File: src/rtl/debug_scanner.sv
// debug_scanner: host-side initiator for the mips debug port.
// Single-steps the core and sweeps its debug address space onto a stream.
module debug_scanner #(
  parameter int ADDR_W    = 7,
  parameter int DATA_W    = 32,
  parameter int NUM_WORDS = 128,
  parameter int SETTLE    = 2,
  parameter int AUTO_SCAN = 1
) (
  input  logic              clk,
  input  logic              rst,
  input  logic              run_mode,
  input  logic              step_req,
  input  logic              scan_start,
  output logic              debug_en,
  output logic              debug_step,
  output logic [ADDR_W-1:0] debug_addr,
  input  logic [DATA_W-1:0] debug_data,
  output logic              rd_valid,
  input  logic              rd_ready,
  output logic [ADDR_W-1:0] rd_addr,
  output logic [DATA_W-1:0] rd_data,
  output logic              busy
);

  localparam int CNT_W = (SETTLE > 1) ? $clog2(SETTLE) : 1;
  localparam logic [CNT_W-1:0] CNT_LOAD = CNT_W'(SETTLE - 1);
  localparam logic [ADDR_W-1:0] LAST = ADDR_W'(NUM_WORDS - 1);

  typedef enum logic [1:0] {
    IDLE = 2'd0,
    STEP = 2'd1,
    WAIT = 2'd2,
    OUT  = 2'd3
  } state_t;

  state_t              state_q, state_d;
  logic                en_q;
  logic [ADDR_W-1:0]   addr_q, addr_d;
  logic [CNT_W-1:0]    cnt_q, cnt_d;
  logic [ADDR_W-1:0]   rd_addr_q, rd_addr_d;
  logic [DATA_W-1:0]   rd_data_q, rd_data_d;

  // State, address, settle counter and capture registers.
  always_ff @(posedge clk) begin
    if (!rst) begin
      state_q   <= IDLE;
      en_q      <= 1'b0;
      addr_q    <= '0;
      cnt_q     <= '0;
      rd_addr_q <= '0;
      rd_data_q <= '0;
    end else begin
      state_q   <= state_d;
      en_q      <= ~run_mode;
      addr_q    <= addr_d;
      cnt_q     <= cnt_d;
      rd_addr_q <= rd_addr_d;
      rd_data_q <= rd_data_d;
    end
  end

  // Next-state: step wins over scan; a new word starts only on handshake.
  always_comb begin
    state_d   = state_q;
    addr_d    = addr_q;
    cnt_d     = cnt_q;
    rd_addr_d = rd_addr_q;
    rd_data_d = rd_data_q;
    unique case (state_q)
      IDLE: begin
        if (step_req && en_q) begin
          state_d = STEP;
        end else if (scan_start) begin
          state_d = WAIT;
          addr_d  = '0;
          cnt_d   = CNT_LOAD;
        end
      end
      STEP: begin
        if (AUTO_SCAN != 0) begin
          state_d = WAIT;
          addr_d  = '0;
          cnt_d   = CNT_LOAD;
        end else begin
          state_d = IDLE;
        end
      end
      WAIT: begin
        if (cnt_q == '0) begin
          rd_data_d = debug_data;
          rd_addr_d = addr_q;
          state_d   = OUT;
        end else begin
          cnt_d = cnt_q - 1'b1;
        end
      end
      OUT: begin
        if (rd_ready) begin
          if (addr_q == LAST) begin
            state_d = IDLE;
          end else begin
            state_d = WAIT;
            addr_d  = addr_q + 1'b1;
            cnt_d   = CNT_LOAD;
          end
        end
      end
      default: state_d = IDLE;
    endcase
  end

  assign debug_en   = en_q;
  assign debug_step = (state_q == STEP);
  assign debug_addr = addr_q;
  assign rd_valid   = (state_q == OUT);
  assign rd_addr    = rd_addr_q;
  assign rd_data    = rd_data_q;
  assign busy       = (state_q != IDLE);

endmodule

File: config.mk
export PLATFORM = sky130hd
export DESIGN_NAME = debug_scanner
export DESIGN_NICKNAME = d
export VERILOG_FILES = /design/src/rtl/debug_scanner.sv
export SDC_FILE = /design/constraint.sdc
export NUM_CORES = 1
export LEC_CHECK = 0
export CAP_MARGIN = 5
export CELL_PAD_IN_SITES_DETAIL_PLACEMENT = 1
export CELL_PAD_IN_SITES_GLOBAL_PLACEMENT = 2
export CORE_MARGIN = 3
export CORE_UTILIZATION = 24
export CTS_CLUSTER_SIZE = 8
export DETAILED_ROUTE_END_ITERATION = 10
export PLACE_DENSITY_LB_ADDON = 0.1
export SYNTH_ARGS = -nofsm -noshare
export SYNTH_HDL_FRONTEND = slang
export SYNTH_SLANG_ARGS = --single-unit
File: constraint.sdc
create_clock -name clk -period 2.3 [get_ports clk]
set_clock_uncertainty 0.05 [all_clocks]
set_input_delay 0.46 -clock clk [delete_from_list [all_inputs] [get_ports clk]]
set_output_delay 0.46 -clock clk [all_outputs]
set_load 0.05 [all_outputs]
* Word-level counts from Yosys, hierarchy flattened
Cells that the tools add are included.
** Storage, ports and cells
- Input bits :: 38
- Word-level logic and storage cells :: 45
- Output and inout bits :: 50
- Register bits after elaboration :: 50
** Cells by class
- Bitwise gates (word level) :: 2
- Equality and inequality tests :: 10
- Add/subtract/negate cells :: 2
- Reductions and logical operators :: 8
- Mux-type cells :: 17
** Operator list (number)
- $mux W7 :: 4
- $pmux W7 S3 :: 1
- $mux W2 :: 5
- $ne A2 B2 Y1 const B :: 4
- $pmux W2 S4 :: 1
- $add A7 B1 Y7 const B :: 1
- $eq A7 B7 Y1 const B :: 1
- $mux W1 :: 5
- $reduce_and A5 Y1 :: 1
- $eq A2 B2 Y1 const B :: 2
- $pmux W1 S4 :: 1
- $reduce_and A4 Y1 :: 1
- $ne A3 B3 Y1 const B :: 1
- $reduce_and A3 Y1 :: 1
- $reduce_bool A3 Y1 :: 1
- $eq A2 B1 Y1 const B :: 1
- $logic_not A2 Y1 :: 1
- $ne A2 B1 Y1 const B :: 1
- $not A1 Y1 :: 2
- $reduce_and A2 Y1 :: 1
- $reduce_bool A2 Y1 :: 1
- $logic_and A1 B1 Y1 :: 1
- $sub A1 B1 Y1 const B :: 1

* Logic depth before layout (Yosys ltp)
Gate-level depths: netlist of the first run.
- Word-level depth :: 4
- Mapped depth :: 7
- Depth with buffers taken out :: 5

* Least setup slack after synthesis of the first run
OpenSTA, ideal clock, no wires.
- Kind :: reg2reg
- Start :: register addr_q[0] (netlist: debug_addr[0])
- End :: register addr_q[6] (netlist: debug_addr[6])
- Cell stages (with the launch flop) :: 5
- Clock period less this slack :: 1879 ps
- Arrival :: 1758 ps
- Required time :: 2180 ps
- Buffers on the path :: 0
- Library setup time :: 70 ps
- Setup slack :: 421 ps
- Cell sequence :: dfxtp_1 ha_1 nand3_2 or4_1 a21oi_1
** Between the ends
- Longest elaborated chain between the ends :: 4
- Elaborated cells between the ends (all ways) :: 7
- Those cells by class :: add/sub (1); eq/ne (2); mux (3); reduce/logical (1)
** Ends and longest elaborated chain
- start: declaration :: line 39 : logic [ADDR_W-1:0] addr_q, addr_d;
- start signal: assignment :: line 56 : addr_q <= addr_d;
- $add A7 B1 Y7 :: line 104 : addr_d = addr_q + 1'b1;
- $mux W7 :: line 100 : if (addr_q == LAST) begin
- $mux W7 :: line 99 : if (rd_ready) begin
- $pmux W7 S3 :: line 70 : unique case (state_q)
Parallel ways exist; a longest one is shown, timed or not. The select of a mux whose other input is x is not followed.
A chain may end at the register's enable or synchronous reset.

* Final worst setup path of the first run
- Start :: register addr_q[2] (netlist: debug_addr[2])
- End :: output debug_addr[2]
** RTL lines
- end: declaration :: line 17 : output logic [ADDR_W-1:0] debug_addr,
No word-level cell between the ends.

==> flow_metrics.env, run 1 <==
export IMPL_overflow=0
export IMPL_ys_ff_latch=50
export IMPL_async_reset_ff_share_pct=0
export IMPL_cp_buffers_inverters=1
export IMPL_max_cap_viol_count=0
export IMPL_syn_to_final_growth_pct=54.5
export IMPL_fillers=943
export IMPL_syn_nets=280
export IMPL_syn_area_per_cell_um2=8.11
export IMPL_hold_violations=0
export IMPL_cp_max_fo=7
export IMPL_critPathKind="reg2out"
export IMPL_grt_pass1_vias=1970
export IMPL_p_total_uw=1970
export IMPL_yosysTopAreaCell="dfxtp_1"
export IMPL_syn_inst=241
export IMPL_synth_compound_area_share_pct=17.8
export IMPL_critPathLaunch="debug_addr[2]$_SDFFE_PN0P_"
export IMPL_muxShareOfSynthArea_pct=0.576
export IMPL_p_per_area_nw_per_um2=650
export IMPL_antennaDiodeCount=0
export IMPL_drive_above_1_share_pct=7.93
export IMPL_io_pins=88
export IMPL_synthesis_area_um2=1960
export IMPL_r2r_setup_slack_ps=620
export IMPL_die_w_um=96.3
export IMPL_synth_adder_area_share_pct=0.640
export IMPL_tightestPinTransition_ps=556
export IMPL_max_clock_path_buffers=2
export IMPL_min_period_ps=2140
export IMPL_dp_hpwl_um=4150
export IMPL_power_share_switching_pct=31.9
export IMPL_row_count=32
export IMPL_core_area_um2=7810
export IMPL_crit_path_top_delay_cell="clkdlybuf4s50_1"
export IMPL_slew_headroom_pct=62.9
export IMPL_synth_common_cells="86 x nand2_1, 50 x dfxtp_1, 42 x a21oi_1"
export IMPL_clk_pin_slew_ps=90
export IMPL_die_h_um=96.3
export IMPL_cts_tree="done"
export IMPL_drt_iter0_markers=36
export IMPL_post_cts_setup_buffer_count=0
export IMPL_synth_simple_area_share_pct=24.2
export IMPL_r2r_start="debug_addr[0]$_SDFFE_PN0P_"
export IMPL_synth_top_area_share_pct=51.2
export IMPL_synth_distinct_cells=33
export IMPL_hold_depth=2
export IMPL_min_period_over_period_pct=93.0
export IMPL_nets=366
export IMPL_path_delay_family="buffers and inverters"
export IMPL_outcome="finished clean"
export IMPL_yosysMostFrequentCell="nand2_1"
export IMPL_worstHoldPathType="reg2reg"
export IMPL_cp_start_kind="flip-flop"
export IMPL_grt_max_degree=40
export IMPL_cts_resized=0
export IMPL_worst_setup_path_end_kind="output pin"
export IMPL_maxSlewViolCount=0
export IMPL_gp_congestion=0.670
export IMPL_portBuffers=87
export IMPL_crit_path_cell_trace="clkdlybuf4s50_1"
export IMPL_r2r_end="debug_addr[5]$_SDFFE_PN0P_"
export IMPL_route_vias_total=1938
export IMPL_p_int_uw=1340
export IMPL_synth_edff_count=0
export IMPL_cts_buffers=5
export IMPL_wl_um=6000
export IMPL_crit_path_max_incr_delay_ps=860
export IMPL_insertion_delay_ps=300
export IMPL_synth_warnings=0
export IMPL_leakage_uw=0.00107
export IMPL_start_util_pct=25.0
export IMPL_crit_cells=1
export IMPL_antenna_found_initial=0
export IMPL_ant_nets=0
export IMPL_grt_pass1_wl_um=9540
export IMPL_clockRootBuffer="clkbuf_8"
export IMPL_cts_htree_levels=2
export IMPL_synth_flop_cell="dfxtp_1"
export IMPL_yosysSeqAreaShare_pct=51.2
export IMPL_cp_arrival_ps=1630
export IMPL_power_frac_seq_pct=48.1
export IMPL_reg2reg_depth=5
export IMPL_dieArea_um2=9270
export IMPL_dr_pass1_iters=4
export IMPL_synth_top_family_by_area="simple AND/OR/NAND/NOR gates"
export IMPL_via_per_inst=4.51
export IMPL_max_freq_mhz=467
export IMPL_peakVddDrop_v=0.000265
export IMPL_worstHoldEndpoint="rd_data[16]$_SDFFE_PN0P_"
export IMPL_cp_required_ps=1790
export IMPL_tns_ps=0
export IMPL_synthXorXnorAreaFrac_pct=0
export IMPL_switchingPower_uw=627
export IMPL_rsz0062_at_grt="false"
export IMPL_track_usage_pct=13.3
export IMPL_synth_area_leaders="dfxtp_1 51%, nand2_1 17%, a21oi_1 11%"
export IMPL_min_from="rd_data[16]$_SDFFE_PN0P_"
export IMPL_finalSetupViolations=0
export IMPL_cts_hold_buf=0
export IMPL_avgRoutedWirePerCell_um=13.9
export IMPL_clkPwrFrac_pct=27.4
export IMPL_drc=0
export IMPL_p_comb_share_pct=24.5
export IMPL_holdWs_ps=408
export IMPL_cts_sinks=50
==> final cells by class <==
cell class,instances,area [um^2],area share [%]
sequential,50,1000,33.1
clock buffer,6,82.6,2.73
timing repair buffer,95,936,31.0
inverter,3,11.3,0.373
multi-input combinational,172,851,28.2
clock inverter,2,12.5,0.414
tap,102,128,4.22
==> metrics by stage <==
step,instances,instance area (um^2),setup slack [ps],util (%)
2_1_floorplan,241,1960,421,-
3_3_place_gp,422,2930,384,37.5
3_5_place_dp,422,2930,362,37.5
4_1_cts,430,3020,132,38.7
5_1_grt,430,3020,92.0,38.7
6_report,430,3020,160,38.7
==> cells in the final DEF, fill, tap and decap left out, types with 2 or more instances in the layout <==
cell type        synthesis  final
nand4_1                  2      2
a31oi_1                  3      3
or4_1                    3      3
nand3_1                  5      5
clkbuf_8                 0      6
nor3_1                   4      4
nand2_1                 86     86
and2_1                   2      2
clkdlybuf4s50_1          0     84
o21bai_1                 2      2
inv_1                    2      2
dfxtp_1                 50     50
o2111ai_1                4      4
a21oi_1                 42     42
o21ai_0                  3      3
a211oi_1                 2      2
buf_4                    2     10
==> how the worst max path moves through the flow <==
stage | to | slack, ps
global route | debug_addr[2] | 90
finish | debug_addr[2] | 160
floorplan | debug_addr[6]$_SDFFE_PN0P_ | 420
global placement | debug_addr[5]$_SDFFE_PN0P_ | 380
detailed placement | debug_addr[5]$_SDFFE_PN0P_ | 360
CTS | debug_addr[2] | 130
==> logic make-up after synthesis <==
group                    after synthesis
AO/OA/AOI/OAI                         60
adder cells (fa/ha/maj)                1
buffers and inverters                 19
flip-flops                            50
multiplexers                           1
AND/OR/NAND/NOR                      110
==> power groups by stage <==
stage                     Sequential (uW)  Combinational [uW]  Clock [uW]
final                                 945                 482         538
after CTS                             946                 492         577
after global routing                  954                 519         608
after detailed placement              967                 491           0
after floorplan                      1100                 159           0
after global placement                965                 490           0
==> registers in the layout, indices dropped and copies added, names as in the netlist <==
register,cells
rd_addr,7
debug_en,1
rd_data,32
debug_addr,7
state_q,2
cnt_q,1
==> routing by layer <==
layer  part of all wire (%)  vias up  GRT usage (%)
met5                      0        -              0
met4                    1.3        0           4.62
met3                    8.8        7           4.69
met2                     46       58           22.4
met1                     44      889           15.6
li1                       -      984              -
Power figures use the tool's default switching activity.
==> run 2: changes to the inputs <==
--- a/config.mk
+++ b/config.mk
@@ -5,7 +5,7 @@
 export SDC_FILE = /design/constraint.sdc
 export NUM_CORES = 1
 export LEC_CHECK = 0
-export CAP_MARGIN = 5
+export CAP_MARGIN = 20
 export CELL_PAD_IN_SITES_DETAIL_PLACEMENT = 1
 export CELL_PAD_IN_SITES_GLOBAL_PLACEMENT = 2
 export CORE_MARGIN = 3
==> results of run 2 <==
Same layout as run 1: the final DEF is identical, and so are final timing and power.
